==> config.mk <==
export PLATFORM = sky130hd
export DESIGN_NAME = multi_access_stall_ctrl
export DESIGN_NICKNAME = d
export VERILOG_FILES = /design/src/rtl/stall_pkg.sv /design/src/rtl/sat_counter.sv /design/src/rtl/multi_access_stall_ctrl.sv
export SDC_FILE = /design/constraint.sdc
export NUM_CORES = 1
export LEC_CHECK = 0
export CAP_MARGIN = 20
export CORE_AREA = 4 4 41 43
export CTS_BUF_LIST = sky130_fd_sc_hd__clkbuf_2
export CTS_CLUSTER_DIAMETER = 200
export CTS_CLUSTER_SIZE = 28
export DETAILED_ROUTE_END_ITERATION = 8
export DIE_AREA = 0 0 45 47
export GPL_TIMING_DRIVEN = 0
export PLACE_DENSITY_LB_ADDON = 0.2
export SLEW_MARGIN = 20
export SYNTH_ARGS = -nofsm -noshare
export SYNTH_HDL_FRONTEND = slang
export SYNTH_SLANG_ARGS = --single-unit
==> constraint.sdc <==
create_clock -name clk -period 3 [get_ports clk]
set_input_delay 0.9 -clock clk [delete_from_list [all_inputs] [get_ports clk]]
set_output_delay 0.9 -clock clk [all_outputs]
set_load 0.005 [all_outputs]
==> src/rtl/stall_pkg.sv <==
// Shared types and width helpers for the MEM-stage multi-access stall controller.
package stall_pkg;

    typedef enum logic [1:0] {
        S_ACCESS,
        S_GAP,
        S_RELEASE
    } stall_state_e;

    function automatic int acc_w(input int max_acc);
        return $clog2(max_acc + 1);
    endfunction

    function automatic int idx_w(input int max_acc);
        return (max_acc > 1) ? $clog2(max_acc) : 1;
    endfunction

endpackage

==> src/rtl/sat_counter.sv <==
// CNT_W-wide saturating incrementer with synchronous clear.
// Only compiled when STALL_PERF_EN is defined.
`ifdef STALL_PERF_EN
module sat_counter #(
    parameter int CNT_W = 16
) (
    input  logic             i_clk,
    input  logic             i_clr,
    input  logic             i_inc,
    output logic [CNT_W-1:0] o_count
);

    logic [CNT_W-1:0] r_count;

    always_ff @(posedge i_clk) begin
        if (i_clr) begin
            r_count <= '0;
        end else if (i_inc && (r_count != '1)) begin
            r_count <= r_count + CNT_W'(1);
        end
    end

    assign o_count = r_count;

endmodule
`endif

==> src/rtl/multi_access_stall_ctrl.sv <==
// MEM-stage stall controller sequencing up to MAX_ACCESSES data accesses per instruction.
// Optional stall-cycle performance counter enabled by defining STALL_PERF_EN.
module multi_access_stall_ctrl
    import stall_pkg::*;
#(
    parameter int  MAX_ACCESSES = 2,
    parameter int  CNT_W        = 16,
    localparam int ACC_W        = acc_w(MAX_ACCESSES),
    localparam int IDX_W        = idx_w(MAX_ACCESSES)
) (
    input  logic             clk,
    input  logic             rst,
    input  logic             ifetch_resp,
    input  logic             dmem_need,
    input  logic [ACC_W-1:0] num_accesses,
    input  logic             last_is_write,
    input  logic             mem_resp,
    output logic             dmem_read,
    output logic             dmem_write,
    output logic [IDX_W-1:0] access_idx,
    output logic             stall_pipeline,
    output logic [CNT_W-1:0] stall_cycles
);

    localparam logic [ACC_W-1:0] MAX_NUM = ACC_W'(MAX_ACCESSES);

    stall_state_e     r_state;
    logic [IDX_W-1:0] r_idx;
    logic             r_held;

    logic [ACC_W-1:0] w_num;
    logic             w_active;
    logic             w_final;
    logic             w_read;
    logic             w_write;
    logic             w_stall;

    always_comb begin
        w_num    = (num_accesses > MAX_NUM) ? MAX_NUM : num_accesses;
        w_active = dmem_need & (w_num != '0);
        // >= rather than == so an index past the end can never run away
        w_final  = (ACC_W'(r_idx) >= (w_num - ACC_W'(1)));
        w_read   = 1'b0;
        w_write  = 1'b0;
        w_stall  = 1'b1;
        case (r_state)
            S_ACCESS: begin
                w_read  = w_active & ~(w_final & last_is_write);
                w_write = w_active & w_final & last_is_write;
                w_stall = ~ifetch_resp | (w_active & (~mem_resp | ~w_final));
            end
            S_GAP:     w_stall = 1'b1;
            S_RELEASE: w_stall = mem_resp | ~ifetch_resp;
            default:   w_stall = 1'b1;
        endcase
        if (rst) begin
            w_read  = 1'b0;
            w_write = 1'b0;
            w_stall = 1'b1;
        end
    end

    // r_held marks a final response that arrived while the fetch was missing:
    // the instruction has not advanced yet, so S_RELEASE must wait for the fetch
    // before returning to S_ACCESS, otherwise the same access would be reissued.
    always_ff @(posedge clk) begin
        if (rst) begin
            r_state <= S_ACCESS;
            r_idx   <= '0;
            r_held  <= 1'b0;
        end else begin
            case (r_state)
                S_ACCESS: begin
                    if (w_active && mem_resp) begin
                        if (w_final) begin
                            r_state <= S_RELEASE;
                            r_held  <= ~ifetch_resp;
                        end else begin
                            r_state <= S_GAP;
                            r_idx   <= r_idx + IDX_W'(1);
                        end
                    end
                end
                S_GAP: begin
                    if (!mem_resp) begin
                        r_state <= S_ACCESS;
                    end
                end
                S_RELEASE: begin
                    if (!mem_resp && (!r_held || ifetch_resp)) begin
                        r_state <= S_ACCESS;
                        r_idx   <= '0;
                        r_held  <= 1'b0;
                    end
                end
                default: r_state <= S_ACCESS;
            endcase
        end
    end

    assign dmem_read      = w_read;
    assign dmem_write     = w_write;
    assign stall_pipeline = w_stall;
    assign access_idx     = r_idx;

`ifdef STALL_PERF_EN
    sat_counter #(
        .CNT_W(CNT_W)
    ) u_perf (
        .i_clk  (clk),
        .i_clr  (rst),
        .i_inc  (w_stall),
        .o_count(stall_cycles)
    );
`else
    assign stall_cycles = '0;
`endif

endmodule

==> flow_metrics.tcl <==
set metrics [dict create \
    vias_per_cell 4.20 \
    worstPathCellList "dlygate4sd2_1 -> mux2_4 -> and3_1 -> dlygate4sd2_1" \
    yosysWarnings 0 \
    antenna_found_initial 0 \
    slew_viol_final 0 \
    die_w_um 45 \
    period_minus_slack_ns 2.88 \
    cp_data_required_time_ns 2.10 \
    critPathMaxStageDelay_ns 0.34 \
    initial_core_util_pct 33.2 \
    root_buffer "clkbuf_2" \
    synth_edf_count 0 \
    status "complete, no violations" \
    setup_viol 0 \
    grt_max_degree 11 \
    powerDensity_nw_per_um2 262 \
    cts_tree "done" \
    slowest_stage "mux2_4" \
    cts.sinks 4 \
    io_buffer_count 10 \
    die_h_um 47 \
    rsz0062_at_grt "false" \
    synth_top_flop_cell "dfxtp_1" \
    crit_type "primary input to output pin" \
    multiInputGateArea_um2 282 \
    route.detailed.drc 0 \
    ios 28 \
    final.fill_count 153 \
    fin_area_um2 622 \
    placementRows 13 \
    hpwl_um 671 \
    instances_no_fill 98 \
    avgRoutedWirePerCell_um 8.60 \
    grt_pass1_vias 322 \
    cp_max_fo 5 \
    synth_area_per_cell_um2 7.85 \
    synthDominantCellAreaShare_pct 27.8 \
    fmax_mhz 347 \
    synth_top_area_cell "buf_4" \
    ys_ff_latch 4 \
    drv_cap 0 \
    die-area_um2 2120 \
    cpMostUsedCell "dlygate4sd2_1" \
    ir_worst_vdd_mv 0.168 \
    dp_cells 95 \
    p_total_uw 163 \
    finalWirelength_um 843 \
    finClkSkew_ns 0.00113 \
    grt_pass1_wl_um 1240 \
    power.leakage_nw 0.321 \
    startpoint_type "primary input" \
    drt_iter0_markers 1 \
    yosysUniqueCellTypes 26 \
    path_clk_slew_ns 0.04 \
    htreeDepth 1 \
    hold_violations 0 \
    cts_hold_buf 0 \
    regArea_um2 80.1 \
    clock_latency_ns 0.20 \
    syn2layout_area_growth_pct 44.1 \
    drive_gt1_share_pct 28.9 \
    dpl-instance-area_um2 607 \
    overflow 0 \
    grt.total_usage_pct 8.21 \
    critPathCaptureType "output pin" \
    worstHoldPathType "flop to flop" \
    core_area_um2 1300 \
    async_flop_share_pct 0 \
    critical_path_arrival_ns 1.98 \
    period_share_pct 96.1 \
    final_antenna_net_count 0 \
    nNetsFinal 93 \
    routabilityCongestion 0.768 \
    netlist_area_um2 432 \
    numCtsBuffers 3 \
    yosysMostFrequentCell "buf_4" \
    cts_buffer_depth 2 \
    diodes 0 \
    yosys-top-cells-count "buf_4, dfxtp_1, nor2b_1, nand2_1" \
    synthTopCellsByArea "buf_4, dfxtp_1, nor2b_1" \
    syn_inst 55 \
    ys_seq_area_share_pct 18.6 \
    post-route-util_pct 47.8 \
    vias 412 \
    drt_first_pass_iters 4 \
]
-- worst max-delay path, delay by kind of cell --
kind / cells / cell delay, ns
buffers and inverters: 2 / 0.56
multiplexers: 1 / 0.34
AND/OR/NAND/NOR: 1 / 0.18
-- routing by layer --
layer | vias to the layer above | GRT usage, % | wire [µm]
met2 | 19 | 11.9 | 362
met1 | 175 | 10.0 | 380
met5 | - | 0 | 0
li1 | 218 | - | -
met4 | 0 | 0 | 0
met3 | 0 | 6.90 | 101
-- cell families after synthesis --
group	Yosys count	share of synthesized area, %
buffers and inverters	20	31.3
flip-flops	4	18.6
multiplexers	1	3.48
AND/OR/NAND/NOR	18	27.2
other	1	0.869
AO/OA/AOI/OAI	11	18.5
-- cell type report --
cell class | count | share of cell area, %
multi-input combinational | 46 | 45.3
buffer | 18 | 20.5
timing repair buffer | 10 | 14.7
sequential | 4 | 12.9
tap | 15 | 3.02
clock buffer | 3 | 2.41
inverter | 2 | 1.21
-- stage by stage --
stage	hold slack [ns]	setup WS, ns	TNS (ns)
after detailed placement	0.526	-0.345	-0.911
after global routing	0.550	0.0807	0
after global placement	0.524	-0.363	-0.952
after CTS	0.532	0.0310	0
final	0.530	0.118	0
after floorplan	0.500	0.627	0
-- path summary, 6_finish.rpt --
kind	startpoint	to	slack, ns	cells after the start
setup / recovery	num_accesses[1]	dmem_write	0.12	4
hold / removal	r_held	r_held	0.53	2
setup reg to reg	r_state[1]	access_idx	1.78	4
hold reg to reg	r_held	r_held	0.53	2
-- power by group --
part	leakage, nW	internal, mW	total [mW]	switching (mW)
Sequential	0.0325	0.0557	0.0589	0.00311
Clock	0.0125	0.0269	0.0480	0.0211
Combinational	0.276	0.0323	0.0560	0.0237
-- flip-flops by register name (all words and copies together) (netlist names) --
| register | flops |
|---|---|
| access_idx | 1 |
| r_held | 1 |
| r_state | 2 |
-- timing repair --
item / CTS / global route
resized for setup: 7 / 3
setup endpoints to repair: 3 / 2
pin swaps: 0 / 0
buffers inserted: 0 / 0
-- cell usage in the layout (no fill, tap or decap), types with 2 or more instances in the layout --
cell type        netlist  layout
buf_4                 16      16
conb_1                 1      16
dlygate4sd2_1          0       5
nor2b_1                4       4
dfxtp_1                4       4
clkbuf_2               0       4
nand2_1                3       3
clkdlybuf4s50_1        0       3
clkbuf_1               2       2
nor2_1                 2       2
a21oi_1                2       2
a31oi_1                2       2
nand2b_1               2       2
inv_1                  2       2
Power figures use the tool's default switching activity.
